<file path="config.mk">
export PLATFORM = sky130hd
export DESIGN_NAME = burst_window_ctrl
export DESIGN_NICKNAME = d
export VERILOG_FILES = /design/src/rtl/burst_window_ctrl.sv
export SDC_FILE = /design/constraint.sdc
export NUM_CORES = 1
export LEC_CHECK = 0
export CORE_MARGIN = 1
export CORE_UTILIZATION = 54
export CTS_CLUSTER_SIZE = 20
export DETAILED_ROUTE_END_ITERATION = 16
export DONT_BUFFER_PORTS = 1
export GPL_TIMING_DRIVEN = 1
export PLACE_DENSITY = 0.71
export SYNTH_ARGS = -nofsm -noshare
export SYNTH_HDL_FRONTEND = slang
export SYNTH_SLANG_ARGS = --single-unit
</file>
<file path="constraint.sdc">
create_clock -name clk -period 3.9 [get_ports clk]
set_clock_uncertainty 0.1 [all_clocks]
set_input_delay 0.78 -clock clk [delete_from_list [all_inputs] [get_ports clk]]
set_output_delay 0.78 -clock clk [all_outputs]
set_load 0.005 [all_outputs]
</file>
<file path="src/rtl/burst_window_ctrl.sv">
`default_nettype none
// ============================================================================
// Module   : burst_window_ctrl
// Brief    : Turns each rising edge of a synchronized trigger into a fixed
//            BURST_LEN-cycle enable window with index, done/ack handshake,
//            saturating window counter and sticky missed-trigger flag.
//            Optional macro BURST_WINDOW_RETRIGGER_EN: an edge inside the
//            window restarts it instead of flagging a miss.
// Revision : 1.0 - initial release
// ============================================================================
module burst_window_ctrl #(
    parameter int BURST_LEN  = 16,
    parameter int GAP_CYCLES = 2,
    parameter int CNT_WIDTH  = 8
) (
    input  logic                         clk,
    input  logic                         reset,
    input  logic                         sync_in,
    input  logic                         ack_in,
    input  logic                         clear_missed,
    output logic                         burst_en,
    output logic [$clog2(BURST_LEN)-1:0] burst_idx,
    output logic                         done,
    output logic                         busy,
    output logic [CNT_WIDTH-1:0]         burst_count,
    output logic                         missed
);

    localparam int c_IDX_W = $clog2(BURST_LEN);
    localparam int c_GAP_W = (GAP_CYCLES > 1) ? $clog2(GAP_CYCLES) : 1;

    localparam logic [c_IDX_W-1:0]   c_IDX_LAST = c_IDX_W'(BURST_LEN - 1);
    localparam logic [c_GAP_W-1:0]   c_GAP_LAST = c_GAP_W'((GAP_CYCLES > 0) ? GAP_CYCLES - 1 : 0);
    localparam logic [CNT_WIDTH-1:0] c_CNT_MAX  = '1;

    typedef enum logic [1:0] {
        c_IDLE  = 2'd0,
        c_BURST = 2'd1,
        c_DONE  = 2'd2,
        c_GAP   = 2'd3
    } state_t;

    state_t               r_state;
    logic                 r_sync_d;
    logic [c_IDX_W-1:0]   r_idx;
    logic [c_GAP_W-1:0]   r_gap_cnt;
    logic                 r_burst_en;
    logic                 r_done;
    logic                 r_busy;
    logic [CNT_WIDTH-1:0] r_count;
    logic                 r_missed;

    state_t               w_state_nxt;
    logic [c_IDX_W-1:0]   w_idx_nxt;
    logic [c_GAP_W-1:0]   w_gap_nxt;
    logic                 w_edge;
    logic                 w_start;
    logic                 w_miss;

    // r_sync_d resets high so a level already present at reset release is not an edge
    assign w_edge = sync_in & ~r_sync_d;

    always_comb begin
        w_state_nxt = r_state;
        w_idx_nxt   = '0;
        w_gap_nxt   = '0;
        w_start     = 1'b0;
        w_miss      = 1'b0;
        case (r_state)
            c_IDLE: begin
                if (w_edge) begin
                    w_state_nxt = c_BURST;
                    w_start     = 1'b1;
                end
            end
            c_BURST: begin
`ifdef BURST_WINDOW_RETRIGGER_EN
                if (w_edge) begin
                    w_start   = 1'b1;
                    w_idx_nxt = '0;
                end else if (r_idx == c_IDX_LAST) begin
                    w_state_nxt = c_DONE;
                end else begin
                    w_idx_nxt = r_idx + c_IDX_W'(1);
                end
`else
                w_miss = w_edge;
                if (r_idx == c_IDX_LAST) begin
                    w_state_nxt = c_DONE;
                end else begin
                    w_idx_nxt = r_idx + c_IDX_W'(1);
                end
`endif
            end
            c_DONE: begin
                w_miss = w_edge;
                if (ack_in) begin
                    w_state_nxt = (GAP_CYCLES > 0) ? c_GAP : c_IDLE;
                end
            end
            c_GAP: begin
                w_miss = w_edge;
                if (r_gap_cnt == c_GAP_LAST) begin
                    w_state_nxt = c_IDLE;
                end else begin
                    w_gap_nxt = r_gap_cnt + c_GAP_W'(1);
                end
            end
            default: begin
                w_state_nxt = c_IDLE;
            end
        endcase
    end

    // Outputs are registered from the next-state decode so they align with r_state
    always_ff @(posedge clk or negedge reset) begin
        if (!reset) begin
            r_state    <= c_IDLE;
            r_sync_d   <= 1'b1;
            r_idx      <= '0;
            r_gap_cnt  <= '0;
            r_burst_en <= 1'b0;
            r_done     <= 1'b0;
            r_busy     <= 1'b0;
            r_count    <= '0;
            r_missed   <= 1'b0;
        end else begin
            r_state    <= w_state_nxt;
            r_sync_d   <= sync_in;
            r_idx      <= w_idx_nxt;
            r_gap_cnt  <= w_gap_nxt;
            r_burst_en <= (w_state_nxt == c_BURST);
            r_done     <= (w_state_nxt == c_DONE);
            r_busy     <= (w_state_nxt != c_IDLE);
            if (w_start && (r_count != c_CNT_MAX)) begin
                r_count <= r_count + CNT_WIDTH'(1);
            end
            // A new miss takes priority over a simultaneous clear
            if (w_miss) begin
                r_missed <= 1'b1;
            end else if (clear_missed) begin
                r_missed <= 1'b0;
            end
        end
    end

    assign burst_en    = r_burst_en;
    assign burst_idx   = r_idx;
    assign done        = r_done;
    assign busy        = r_busy;
    assign burst_count = r_count;
    assign missed      = r_missed;

endmodule
`default_nettype wire

</file>
==> metrics.yaml, run 1 <==
status: "complete, but fails checks"
violations: "DRC"
multi_input_area_um2: 369.1
pin_count: 21
powerDensity_nw_per_um2: 590.0
r2r-end: "burst_count[7]$_DFFE_PN0P_"
die_x_um: 43.38
post_route_cells_drive_above_1_share_pct: 10.71
yosys.area.top_type_share_pct: 51.42
die_h_um: 43.38
synth_commonest_cells: "dfrtp_1, inv_1, nor2_1"
clock-sinks: 20
hold_viol_final: 0
drtPass1Iterations: 10
async_flop_share_pct: 100.0
cts_tree: "done"
slew_headroom_pct: 53.60
worstRegToRegCells: 3
synthTopCellsByArea: "dfrtp_1, xnor2_1, mux2_2"
synth_edf_count: 0
port_buffers: 0
crit_arrival_ns: 2.04
dieArea_um2: 1882
worstPathCellList: "or4b_4 -> nor4_4 -> mux2_1"
yosysUniqueCellTypes: 29
via_per_inst: 6.040
htreeDepth: 1
cts_hold_buf: 0
drv_slew: 0
cts_setup_buffers: 0
drc: 4
tightest_slew_ns: 0.6863
path_clk_slew_ns: 0.11
timing.fmax_ghz: 0.5133
syn_to_final_growth_pct: 2.030
grt_first_pass_wirelength_mm: 2.504
grt.total_usage_pct: 18.03
place_congestion: 0.8006
synth_nets: 90
fin_crit_sh_pct: 49.95
wl_per_cell_um: 14.66
critPathTopFamily: "simple AND/OR/NAND/NOR gates"
vias: 604
grt_antenna_before_repair: 0
finalSetupViolCount: 0
fin_nets: 92
rows: 14
detailedRoute.firstIterationViolations: 22
total_power_uw: 556.6
n_fill_cell: 140
synth_ff_type: "dfrtp_1"
syn_avg_cell_area_um2: 11.14
yosysTopAreaCell: "dfrtp_1"
maxCapViolations: 0
path_depth: 3
crit_path_top_delay_cell: "or4b_4"
cts_resized: 0
endpoint_kind: "register"
critPathLaunchType: "register"
num_antenna_cells: 0
regArea_um2: 501.7
critPathKind: "register to register"
cts.root.buffer_cell: "clkbuf_4"
hpwlAfterDp_mm: 1.084
reg2reg_from: "r_state[1]$_DFF_PN0_"
cts_buffers: 3
wl_mm: 1.466
worst-path-buf-inv: 0
grt_overflow: 0
p_leak_nw: 0.4218
tns_ns: 0
synthCells: 83
core_um2: 1559
ir_worst_vdd_mv: 0.3594
ys_seq_area_share_pct: 54.26
yosysMostFrequentCell: "dfrtp_1"
required_ns: 3.99
grt_setup_unrepaired: "no"
worstHoldPathType: "input pin to async pin"
grt_max_degree: 21
cpPeakStageDelay_ns: 0.62
start_util_pct: 59.31
syn-cell-area_um2: 924.6
grt_pass1_vias: 592
clock_latency_ns: 0.30
synth_seq_cells: 20
clockBufferDepth: 2
ant_nets: 0
crit_fanout: 11
rrSetupSlack_ns: 1.95
fin_crit_ns: 1.948
yosysWarnings: 0
-- worst reg2reg max path: cells and delay by family, from the launching register on --
family / cells / cell delay, ns
and+or+nand+nor: 2 / 0.89
DFF: 1 / 0.51
muxes: 1 / 0.34
-- through the flow --
step | setup WS (ns) | cells | utilization [%] | hold slack (ns) | area (um^2)
2_1_floorplan | 1.754 | 83 | - | 0.3148 | 924.6
3_3_place_gp | 1.799 | 96 | 58.83 | 0.3387 | 917.1
3_5_place_dp | 1.776 | 96 | 58.83 | 0.3537 | 917.1
4_1_cts | 1.960 | 100 | 60.51 | 0.04989 | 943.4
5_1_grt | 1.882 | 100 | 60.51 | 0.03230 | 943.4
6_report | 1.952 | 100 | 60.51 | 0.05630 | 943.4
-- layout make-up --
type,instances,area share [%]
tap,16,2.122
clock buffer,4,2.785
multi-input combinational,53,39.12
sequential,20,53.18
inverter,7,2.785
-- worst max path at each step --
stage | endpoint | from
6_report | burst_count[7]$_DFFE_PN0P_ | r_state[1]$_DFF_PN0_
5_1_grt | burst_count[7]$_DFFE_PN0P_ | r_state[1]$_DFF_PN0_
4_1_cts | burst_count[7]$_DFFE_PN0P_ | r_state[1]$_DFF_PN0_
3_5_place_dp | burst_count[7]$_DFFE_PN0P_ | sync_in
3_3_place_gp | burst_count[7]$_DFFE_PN0P_ | sync_in
2_1_floorplan | burst_count[7]$_DFFE_PN0P_ | sync_in
-- sequential cells by signal, summed over array words and instances (netlist names) --
register,cells
busy,1
burst_count,8
burst_en,1
r_gap_cnt,1
r_sync_d,1
done,1
burst_idx,4
r_state,2
missed,1
-- cell families (layout without fill, tap and decap cells) --
| group | after synthesis | in the layout | share of synthesized area (%) |
|---|---|---|---|
| simple gates | 29 | 29 | 18.67 |
| flops | 20 | 20 | 54.26 |
| compound gates | 13 | 13 | 8.794 |
| buf+inv | 10 | 11 | 5.819 |
| mux | 5 | 5 | 5.954 |
| xor+xnor | 4 | 4 | 3.789 |
| fa+ha+maj | 2 | 2 | 2.706 |
-- cells in the final DEF (no fill, tap or decap), drive strengths merged, types with 2 or more instances in the layout --
| cell type | synthesis | final |
|---|---|---|
| mux2 | 4 | 4 |
| inv | 7 | 7 |
| xnor2 | 4 | 4 |
| and3 | 2 | 2 |
| nor3 | 2 | 2 |
| a21o | 2 | 2 |
| nand2 | 6 | 6 |
| nor2 | 7 | 7 |
| nand4 | 2 | 2 |
| a21oi | 3 | 3 |
| dfrtp | 19 | 19 |
| o21ai | 4 | 4 |
| ha | 2 | 2 |
| o211ai | 3 | 3 |
| nand3 | 3 | 3 |
| clkbuf | 0 | 4 |
-- power by group --
part | total (mW) | switching, mW | internal, mW
Sequential | 0.335 | 0.0738 | 0.262
Combinational | 0.121 | 0.0627 | 0.0580
Clock | 0.100 | 0.0606 | 0.0399
-- metal layers --
layer / part of all wire [%] / GRT usage, % / vias to the layer above
li1: - / - / 293
met5: 0 / 0 / -
met2: 44 / 25.76 / 22
met3: 6.8 / 5.833 / 4
met1: 47 / 24.65 / 285
met4: 2.5 / 9.375 / 0
Power figures use the tool's default switching activity.
==> inputs of run 2 (changes only) <==
==> constraint.sdc (replaced) <==
create_clock -name clk -period 1.96 [get_ports clk]
set_clock_uncertainty 0.1 [all_clocks]
set_input_delay 0.392 -clock clk [delete_from_list [all_inputs] [get_ports clk]]
set_output_delay 0.392 -clock clk [all_outputs]
set_load 0.005 [all_outputs]
==> run 2 against run 1 <==
The run still ends with DRC left. Core utilization is 2.7 points higher. Worst hold slack improved by 0.011 ns. Critical path depth did not move. First-iteration DRC count decreased by 55%. Non-clock buffer count up 5. Routed wire length grew 3.5%. Count of clock-buffer cells in the layout unchanged. Largest power group unchanged.
==> metrics.yaml, run 2 (synthesis gave the netlist of run 1 again) <==
required_ns: 2.05  # was 3.99 ns
ant_nets: 0  # unchanged
timing.fmax_ghz: 0.5528  # was 0.5133 GHz
clock_latency_ns: 0.30  # about the same
drv_slew: 0  # unchanged
p_leak_nw: 0.4455  # was 0.4218 nW
setup_slack_ns: 0.1510  # was 1.952 ns
wl_per_cell_um: 14.46  # was 14.66 um
hpwlAfterDp_mm: 1.133  # was 1.084 mm
drc: 4  # unchanged
fin_crit_sh_pct: 92.30  # was 49.95%
final_common_cell: "dfrtp_1"  # unchanged
cts_buffers: 3  # unchanged
crit_arrival_ns: 1.90  # was 2.04 ns
syn_to_final_growth_pct: 6.631  # was 2.030%
cts_setup_buffers: 0  # unchanged
min_delay_path_depth: 1
pin_count: 21  # unchanged
hold-worst-slack_ns: 0.06719  # was 0.05630 ns
finalSetupViolCount: 0  # unchanged
wl_met1_um: 694  # was 688 um
drtPass1Iterations: 10  # unchanged
grt_first_pass_wirelength_mm: 2.794  # was 2.504 mm
tightest_slew_ns: 0.8842  # was 0.6863 ns
post_route_cells_drive_above_1_share_pct: 13.48  # was 10.71%
grt_overflow: 0  # unchanged
port_buffers: 0  # unchanged
slew_headroom_pct: 40.86  # was 53.60%
dieArea_um2: 1882  # unchanged
switching_share_pct: 35.71  # was 35.41%
largest_register_ffs: 8  # unchanged
num_antenna_cells: 0  # unchanged
start_util_pct: 59.31  # unchanged
violations: "DRC"  # unchanged
met2_length_um: 709  # was 640 um
r2r-end: "burst_count[7]$_DFFE_PN0P_"  # unchanged
topRoutingLayerUsed: "met4"  # unchanged
internal_power_uw: 739.6  # was 359.5 uW
place_congestion: 0.7857  # was 0.8006
worstHoldPathType: "input pin to register"  # was input pin to async pin
path_clk_slew_ns: 0.11  # about the same
maxCapViolations: 0  # unchanged
cts_tree: "done"  # unchanged
grt_pass1_vias: 626  # was 592
fin_nets: 97  # was 92
status: "complete, but fails checks"  # unchanged
final_cell_mix: "dfrtp_1, nor2_1, inv_1"  # unchanged
rrSetupSlack_ns: 0.15  # was 1.95 ns
endpoint: "burst_count[7]$_DFFE_PN0P_"  # unchanged
vias: 622  # was 604
htreeDepth: 1  # unchanged
place_ws_ns: 0.1524  # was 1.776 ns
fin_crit_ns: 1.809  # was 1.948 ns
p_switching_uw: 410.7  # was 197.1 uW
total_power_mw: 1.150  # was 556.6 uW
powerDensity_nw_per_um2: 1167  # was 590.0 nW/um^2
crit_fanout: 6  # was 11
grt.total_usage_pct: 20.20  # was 18.03%
detailedRoute.firstIterationViolations: 10  # was 22
cts.root.buffer_cell: "clkbuf_4"  # unchanged
wl_mm: 1.518  # was 1.466 mm
die_h_um: 43.38  # unchanged
endpoint_kind: "register"  # unchanged
grt_setup_unrepaired: "no"  # unchanged
clkPwrFrac_pct: 17.5  # was 18.1%
critPathLaunchType: "register"  # unchanged
finish.utilization_pct: 63.24  # was 60.51%
via_per_inst: 5.924  # was 6.040
cp-startpoint: "r_state[1]$_DFF_PN0_"  # unchanged
pwr-share-seq_pct: 55.7  # was 60.3%
tns_ns: 0  # unchanged
rows: 14  # unchanged
routed-wl-met3_um: 100  # unchanged
clockBufferDepth: 2  # unchanged
hold_viol_final: 0  # unchanged
critPathKind: "register to register"  # unchanged
grt_max_degree: 21  # unchanged
grt_antenna_before_repair: 0  # unchanged
reg2reg_from: "r_state[1]$_DFF_PN0_"  # unchanged
core_um2: 1559  # unchanged
die_x_um: 43.38  # unchanged
ir_worst_vdd_mv: 0.8250  # was 0.3594 mV
worstRegToRegCells: 3  # unchanged
pwr-share-comb_pct: 26.8  # was 21.7%
clock-sinks: 20  # unchanged
run 2: through the flow:
stage	std cells	cell area (um^2)
2_1_floorplan	83	924.6
3_3_place_gp	99	939.7
3_5_place_dp	99	939.7
4_1_cts	105	985.9
5_1_grt	105	985.9
6_report	105	985.9
run 2: timing repair:
item                                   in CTS  in global routing
gates resized for setup                     0                  0
endpoints found under the hold margin      21                  0
hold buffers                                2                  0
run 2: area by class of cell:
| type | instances | area, um^2 |
|---|---|---|
| Fill cell | 128 | 573.1 |
| Clock buffer | 4 | 26.28 |
| Inverter | 7 | 26.28 |
| Timing Repair Buffer | 5 | 42.54 |
| Tap cell | 16 | 20.02 |
| Multi-Input combinational cell | 53 | 369.1 |
| Sequential cell | 20 | 501.7 |
run 2: power groups by stage:
stage / Sequential, mW / Combinational, mW / Clock (mW)
finish: 0.641 / 0.308 / 0.201
global placement: 0.641 / 0.292 / 0
detailed placement: 0.652 / 0.298 / 0
global route: 0.660 / 0.352 / 0.222
CTS: 0.643 / 0.311 / 0.206
floorplan: 0.622 / 0.262 / 0
run 2: how the worst min path moves through the flow:
stage / endpoint / from
after floorplan: burst_count[0]$_DFFE_PN0P_ / reset
after global placement: r_gap_cnt$_DFF_PN0_ / reset
after detailed placement: r_gap_cnt$_DFF_PN0_ / reset
after CTS: missed$_DFFE_PN0P_ / clear_missed
after global routing: missed$_DFFE_PN0P_ / clear_missed
final: missed$_DFFE_PN0P_ / clear_missed
run 2: metal layers:
layer,track usage (%),vias up
li1,-,302
met3,6.250,2
met1,27.86,297
met2,31.21,21
met5,0,-
met4,5.625,0
run 2: worst max-delay path: stages (launching register included):
cell     delay, ns
dfrtp_1       0.40
or4b_4        0.57
nor4_4        0.27
mux2_1        0.35
